[src/rtl/als_pkg.sv]
// Shared types and frame constants for the PMOD ALS (ADC081S021) SPI reader.
package als_pkg;

    typedef enum logic [1:0] {IDLE, SETUP, SHIFT, DONE} als_state_t;

    localparam int FRAME_BITS = 16;
    localparam int DATA_MSB   = 12;
    localparam int DATA_LSB   = 5;
    localparam int DATA_W     = 8;

    // Observation bundle: FSM state, bit counter and raw shift register.
    typedef struct packed {
        als_state_t              state;
        logic [4:0]              bit_cnt;
        logic [FRAME_BITS-1:0]   shift;
    } als_dbg_t;

endpackage

[src/rtl/module_sync_2ff.sv]
// Two-flop synchronizer for a single asynchronous input bit.
module module_sync_2ff (
    input  logic clk,
    input  logic rst_n,
    input  logic d,
    output logic q
);

    logic meta;

    always_ff @(posedge clk or negedge rst_n) begin
        if (!rst_n) begin
            meta <= 1'b0;
            q    <= 1'b0;
        end else begin
            meta <= d;
            q    <= meta;
        end
    end

endmodule

[src/rtl/module_als_spi_reader.sv]
// SPI master that periodically reads one 16-clock frame from the ALS ADC
// and publishes the 8-bit light sample with a one-cycle valid strobe.
module module_als_spi_reader
    import als_pkg::*;
#(
    parameter int CLK_DIV       = 13,
    parameter int SAMPLE_PERIOD = 10_000_000
) (
    input  logic              clk,
    input  logic              rst_n,
    input  logic              EN,
    input  logic              MISO,
    output logic              CS_N,
    output logic              SCLK,
    output logic [DATA_W-1:0] DATO,
    output logic              DATO_VALID,
    output als_dbg_t          dbg
);

    localparam int SP_W = $clog2(SAMPLE_PERIOD);
    localparam int CD_W = $clog2(CLK_DIV);
    localparam logic [SP_W-1:0] SP_LAST = SP_W'(SAMPLE_PERIOD - 1);
    localparam logic [CD_W-1:0] CD_LAST = CD_W'(CLK_DIV - 1);

    als_state_t            state;
    logic [SP_W-1:0]       icnt;
    logic [CD_W-1:0]       pcnt;
    logic [4:0]            bcnt;
    logic [FRAME_BITS-1:0] shift;
    logic [FRAME_BITS-1:0] shift_nxt;
    logic                  miso_s;
    logic                  tick;

    module_sync_2ff u_sync_miso (
        .clk   (clk),
        .rst_n (rst_n),
        .d     (MISO),
        .q     (miso_s)
    );

    // Free-running interval counter; keeps counting while disabled so that
    // frame starts stay on a fixed grid.
    always_ff @(posedge clk or negedge rst_n) begin
        if (!rst_n)
            icnt <= '0;
        else if (icnt == SP_LAST)
            icnt <= '0;
        else
            icnt <= icnt + 1'b1;
    end

    assign tick      = (icnt == SP_LAST);
    assign shift_nxt = {shift[FRAME_BITS-2:0], miso_s};

    always_ff @(posedge clk or negedge rst_n) begin
        if (!rst_n) begin
            state      <= IDLE;
            pcnt       <= '0;
            bcnt       <= '0;
            shift      <= '0;
            CS_N       <= 1'b1;
            SCLK       <= 1'b1;
            DATO       <= '0;
            DATO_VALID <= 1'b0;
        end else begin
            DATO_VALID <= 1'b0;
            case (state)
                IDLE: begin
                    CS_N <= 1'b1;
                    SCLK <= 1'b1;
                    pcnt <= '0;
                    bcnt <= '0;
                    if (tick && EN) begin
                        state <= SETUP;
                        CS_N  <= 1'b0;
                    end
                end
                SETUP: begin
                    if (pcnt == CD_LAST) begin
                        pcnt  <= '0;
                        SCLK  <= 1'b0;
                        state <= SHIFT;
                    end else begin
                        pcnt <= pcnt + 1'b1;
                    end
                end
                SHIFT: begin
                    if (pcnt == CD_LAST) begin
                        pcnt <= '0;
                        if (!SCLK) begin
                            SCLK <= 1'b1;
                        end else begin
                            // End of a high phase: data has settled since the falling edge.
                            shift <= shift_nxt;
                            bcnt  <= bcnt + 5'd1;
                            if (bcnt == 5'd15) begin
                                state      <= DONE;
                                CS_N       <= 1'b1;
                                DATO       <= shift_nxt[DATA_MSB:DATA_LSB];
                                DATO_VALID <= 1'b1;
                            end else begin
                                SCLK <= 1'b0;
                            end
                        end
                    end else begin
                        pcnt <= pcnt + 1'b1;
                    end
                end
                DONE: begin
                    state <= IDLE;
                end
                default: begin
                    state <= IDLE;
                end
            endcase
        end
    end

    assign dbg = '{state: state, bit_cnt: bcnt, shift: shift};

endmodule
[config.mk]
export PLATFORM = sky130hd
export DESIGN_NAME = module_als_spi_reader
export DESIGN_NICKNAME = d
export VERILOG_FILES = /design/src/rtl/als_pkg.sv /design/src/rtl/module_sync_2ff.sv /design/src/rtl/module_als_spi_reader.sv
export SDC_FILE = /design/constraint.sdc
export NUM_CORES = 1
export LEC_CHECK = 0
export ABC_AREA = 1
export BUFFER_PORTS_ARGS = -buffer_cell sky130_fd_sc_hd__buf_2
export CORE_UTILIZATION = 54
export CTS_BUF_LIST = sky130_fd_sc_hd__clkbuf_8
export DETAILED_ROUTE_END_ITERATION = 6
export PLACE_DENSITY = 0.78
export SETUP_SLACK_MARGIN = 0.15
export SYNTH_ARGS = -nofsm -noshare
export SYNTH_HDL_FRONTEND = slang
export SYNTH_SLANG_ARGS = --single-unit
[constraint.sdc]
create_clock -name clk -period 1.7 [get_ports clk]
set_clock_uncertainty 0.2 [all_clocks]
set_input_delay 0.34 -clock clk [delete_from_list [all_inputs] [get_ports clk]]
set_output_delay 0.34 -clock clk [all_outputs]
set_load 0.05 [all_outputs]
# ---- Yosys cells after proc, flatten, opt, wreduce, memory -nomap -nowiden
# Cells that the tools add are included.
dict set report word_totals {
  out_inout_bits 34
  wordCells 62
  input_bits 4
  reg_bits 64
}
dict set report op_classes {
  n_eq_ne 11
  n_addsub 3
  n_reduce_logical 12
  n_mux 25
}
# op n
set op_table {}
lappend op_table {{$add 24x1->24 const B} 1}
lappend op_table {{$eq 24x24->1 const B} 1}
lappend op_table {{$mux 24} 1}
lappend op_table {{$mux 1} 11}
lappend op_table {{$mux 2} 5}
lappend op_table {{$mux 5} 2}
lappend op_table {{$ne 2x2->1 const B} 5}
lappend op_table {{$pmux 5 s2} 1}
lappend op_table {{$reduce_and 3->1} 3}
lappend op_table {{$pmux 2 s4} 1}
lappend op_table {{$pmux 4 s2} 1}
lappend op_table {{$reduce_and 4->1} 2}
lappend op_table {{$add 5x1->5 const B} 1}
lappend op_table {{$eq 5x4->1 const B} 1}
lappend op_table {{$reduce_and 5->1} 1}
lappend op_table {{$add 4x1->4 const B} 1}
lappend op_table {{$eq 2x2->1 const B} 2}
lappend op_table {{$eq 4x4->1 const B} 1}
lappend op_table {{$mux 4} 1}
lappend op_table {{$reduce_bool 2->1} 2}
lappend op_table {{$pmux 1 s3} 1}
lappend op_table {{$reduce_bool 3->1} 1}
lappend op_table {{$eq 2x1->1 const B} 1}
lappend op_table {{$logic_not 2->1} 1}
lappend op_table {{3 further kinds} 3}

# ---- Logic depth before layout (Yosys ltp)
dict set report depth {
  ltp_word 5
  mapped_depth 11
  mapped_depth_nobuf 11
}

# ---- Cells and area by module
# A second synthesis with hierarchy kept.
dict set report hier_totals {
  hier_cells 348
  area_unflattened_um2 3086.7
}
# module area_per_inst_um2 cells_per_inst seq_area_each_um2 n_inst
set by_module_without_submodules {}
lappend by_module_without_submodules {module_als_spi_reader 3036.7 346 1554.0 1}
lappend by_module_without_submodules {module_sync_2ff 50.0 2 50.0 1}

# ---- Least setup slack after synthesis
# Ideal clock, no wire load.
dict set report synth_timing {
  path_type {reg-to-reg}
  start {register bcnt[0]}
  end {register state[0]}
  t_required_ns 1.380
  period_less_slack_ns 2.167
  arrival_time_ns 1.848
  slack_ns -0.467
  stages_incl_launch_ff 11
  setup_time_ns 0.120
  n_path_buf 0
  cell_sequence {dfrtp_1 > ha_1 > nand2_1 > nor2_1 > ha_1 > or2_0 > o21ai_0 > nor2_1 > nand2_1 > nand2_1 > nand2_1}
}
dict set report synth_between {
  elab_chain_cells 3
}
# item line_no
set synth_rtl {}
lappend synth_rtl {{start, declared} module_als_spi_reader.sv:28} ;# logic [4:0] bcnt;
lappend synth_rtl {{start signal, assigned} module_als_spi_reader.sv:95} ;# bcnt <= bcnt + 5'd1;
lappend synth_rtl {{$eq 5x4->1} module_als_spi_reader.sv:96} ;# if (bcnt == 5'd15) begin
lappend synth_rtl {{$ne 2x2->1 (no source line)} -}
lappend synth_rtl {{$reduce_and 5->1 (no source line)} -}
lappend synth_rtl {{end signal, assigned} module_als_spi_reader.sv:97} ;# state <= DONE;
lappend synth_rtl {{end signal, assigned} module_als_spi_reader.sv:110} ;# state <= IDLE;
lappend synth_rtl {{end signal, assigned} module_als_spi_reader.sv:113} ;# state <= IDLE;
lappend synth_rtl {{end, declared} module_als_spi_reader.sv:25} ;# als_state_t state;
# No other way between the ends.
# A chain may end at the register's enable or synchronous reset.

# ---- Worst setup path after layout
dict set report layout_timing {
  start {register icnt[15]}
  end {register state[1]}
}
dict set report layout_between {
  elab_chain_cells 4
}
# item line_no
set layout_rtl {}
lappend layout_rtl {{start, declared} module_als_spi_reader.sv:26} ;# logic [SP_W-1:0] icnt;
lappend layout_rtl {{start signal, assigned} module_als_spi_reader.sv:49} ;# icnt <= icnt + 1'b1;
lappend layout_rtl {{$eq 24x24->1} module_als_spi_reader.sv:52} ;# assign tick = (icnt == SP_LAST);
lappend layout_rtl {{$logic_and 1x1->1} module_als_spi_reader.sv:73} ;# if (tick && EN) begin
lappend layout_rtl {{$ne 2x2->1 (no source line)} -}
lappend layout_rtl {{$reduce_and 5->1 (no source line)} -}
lappend layout_rtl {{end signal, assigned} module_als_spi_reader.sv:57} ;# state <= IDLE;
lappend layout_rtl {{end signal, assigned} module_als_spi_reader.sv:74} ;# state <= SETUP;
lappend layout_rtl {{end signal, assigned} module_als_spi_reader.sv:82} ;# state <= SHIFT;
# No other way between the ends.

==> flow_summary.ini <==
[pwr]
cellLeakagePower_nw = 2.52
power_density_nw_per_um2 = 590
peakVddDrop_uv = 631
total_power_mw = 2.99

[logic_synthesis]
syn_nets = 361
synthAdderAreaFrac_pct = 3.65
synth_area_leaders = dfrtp_1, nand2_1, inv_1
synth.largest_area_cell = dfrtp_1
muxShareOfSynthArea_pct = 0
synth_simple_gate_area_share_pct = 24.6
seq_area_frac_synth_pct = 52.0
synth_top_area_share_pct = 50.3
synth_top_family_by_area = simple AND/OR/NAND/NOR gates
ys_ff_latch = 64
synth_compound_area_share_pct = 8.92
syn_inst = 348
synth.cell_area_um2 = 3090
avgSynthCellArea_um2 = 8.87
ys_warn_count = 0
synth_cell_types = 31
synthXorXnorAreaFrac_pct = 3.69

[global_routing]
grt_util_all_layers_pct = 31.8
grt_pass1_vias = 2905
grt-ovfl-total = 0
grt_pass1_wl_mm = 14.4
grt_max_degree = 65
antenna_found_initial = 0

[timing]
whs_ns = 0.163
rsz0062_at_grt = yes
period_share_pct = 121
fin_ws_ns = -0.354
finalHoldViolations = 0
clock.fmax_mhz = 487
worst_pin_slew_ns = 0.392
period_needed_ns = 2.05
slew_headroom_pct = 73.6
slew_violations = 0
setup_viol = 53

[die]
start_util_pct = 56.1
core_area_um2 = 5510
rows = 27
die_area_um2 = 6020
ioPinCount = 38
die-height_um = 77.6
die_w_um = 77.6

[drt]
avgViaCountPerCell = 6.05
detail_route.first_pass.iterations = 6
drc_errors = 0
drtIter0Drc = 301
via_count = 3347
ant_nets = 0
wl_mm = 13.0
wl_per_cell_um = 23.6

[worst_setup_path]
required_ns = 1.73
path_max_fanout = 6
critPathKind = reg2reg
arrival_ns = 2.09
cp-start-kind = register
crit_path_end_kind = register

[final_layout]
fillers = 187
areaGrowthSynthToFinish_pct = 64.1
layout_common_cells = buf_4, dfrtp_1, inv_1
nets = 489
drive_gt1_share_pct = 56.8
layout_commonest_cell = buf_4
diodes = 0
final_cell_area_um2 = 5070

[place]
hpwl_mm = 4.46
portBuffers = 37
place_ws_ns = -0.0564
dpl-instance-area_um2 = 3580
gp_congestion = 0.879

[worst_hold_path]
hold_path.class = reg2reg

[clock_network]
clock-sinks = 64
clk_latency_ns = 0.37
max-clock-path-buffers = 2
cts_buffers = 9
clk_pin_slew_ns = 0.07
cts_max_level = 3
cts_root_buf = clkbuf_8
cts_tree = done

[run_status]
status = finished with violations
violations = negative setup slack

[job]
cap_violations = 0
==> routing by layer <==
metal / global-route usage, % / vias up / wire [µm]
met5: 0 / - / 0
met4: 14.2 / 0 / 1200
met3: 8.24 / 107 / 858
met2: 56.3 / 237 / 6760
met1: 35.9 / 1638 / 4210
li1: - / 1365 / -
==> metrics by stage <==
step | TNS [ns] | util (%) | instances
after detailed placement | -0.288 | 65.0 | 475
final | -5.71 | 92.0 | 553
after CTS | -0.427 | 80.6 | 527
after global routing | -8.03 | 92.0 | 553
after floorplan | -0.669 | - | 348
after global placement | 0 | 65.0 | 475
==> power by group <==
group	leakage [nW]	switching [mW]	internal [mW]
clock	0.0989	0.699	0.722
sequential	0.855	0.00139	1.52
combinational	1.57	0.0318	0.0103
==> sequential cells by signal (all words and copies together) (netlist names) <==
name and cells:
CS_N 1, DATO_VALID 1, DATO 8, shift 16, bcnt 5, pcnt 4, state 2, SCLK 1
u_sync_miso.meta 1, u_sync_miso.q 1, icnt 24
==> timing repair <==
| action | in CTS | in global routing |
|---|---|---|
| pin swaps | 20 | 39 |
| setup endpoints to repair | 60 | 79 |
| resized for setup | 88 | 132 |
| gates cloned | 6 | 0 |
| hold buffers | 2 | 0 |
| hold endpoints to repair | 63 | 0 |
| setup buffers | 28 | 26 |
==> worst paths after layout <==
check / slack, ns / cells after the start / start / to
min reg2reg: 0.16 / 0 / u_sync_miso.meta / u_sync_miso.q
max: -0.35 / 7 / icnt[15] / state[1]
min in group asynchronous: 0.31 / 3 / rst_n / DATO[4]
min: 0.16 / 0 / u_sync_miso.meta / u_sync_miso.q
max reg2reg: -0.35 / 7 / icnt[15] / state[1]
max in group asynchronous: 0.63 / 3 / rst_n / icnt[2]
==> worst max-delay path: stages, from the launching register on <==
cell     delay [ns]
dfrtp_1        0.53
nand3_1        0.23
nor2_2         0.20
nand4_1        0.24
nand2_2        0.18
nand2_1        0.11
nand2_1        0.13
nand2_1        0.11
==> cells in the mapped netlist <==
| cell | number |
|---|---|
| o22ai_1 | 2 |
| inv_1 | 50 |
| a21oi_1 | 13 |
| nor2_4 | 3 |
| o21ai_0 | 19 |
| buf_2 | 2 |
| nand3_1 | 20 |
| a31oi_1 | 1 |
| nor2_1 | 33 |
| xnor2_1 | 1 |
| nor3_1 | 2 |
| or2_0 | 1 |
| nand4_1 | 4 |
| dfstp_2 | 2 |
| nor2_8 | 1 |
| nand3b_1 | 2 |
| xor2_1 | 12 |
| buf_6 | 1 |
| ha_1 | 9 |
| a31o_2 | 1 |
| nor2_2 | 4 |
| nand2_2 | 6 |
| nand2_4 | 2 |
| inv_2 | 3 |
| a2bb2oi_1 | 1 |
| nand3_2 | 4 |
| nor3b_2 | 1 |
| a22o_1 | 1 |
| nand2_1 | 77 |
| o21ai_2 | 8 |
| dfrtp_1 | 62 |
==> area by class of cell <==
class | instances | area [µm²] | area share, %
repair inverters | 1 | 11.3 | 0.222
multi-input cells | 230 | 1800 | 35.5
inverters | 53 | 216 | 4.27
clock inverters | 6 | 67.6 | 1.33
repair buffers | 117 | 1130 | 22.4
clock buffers | 10 | 138 | 2.72
well taps | 72 | 90.1 | 1.78
flip-flops and latches | 64 | 1610 | 31.9
==> cell families (layout without fill, tap and decap cells) <==
| kind of cell | Yosys count | in the layout |
|---|---|---|
| AND/OR/NAND/NOR | 160 | 162 |
| AO/OA/AOI/OAI | 46 | 46 |
| flip-flops | 64 | 64 |
| XOR/XNOR | 13 | 13 |
| buffers and inverters | 56 | 187 |
| adder cells (fa/ha/maj) | 9 | 9 |
No activity file was read; power rests on OpenSTA's default activity.
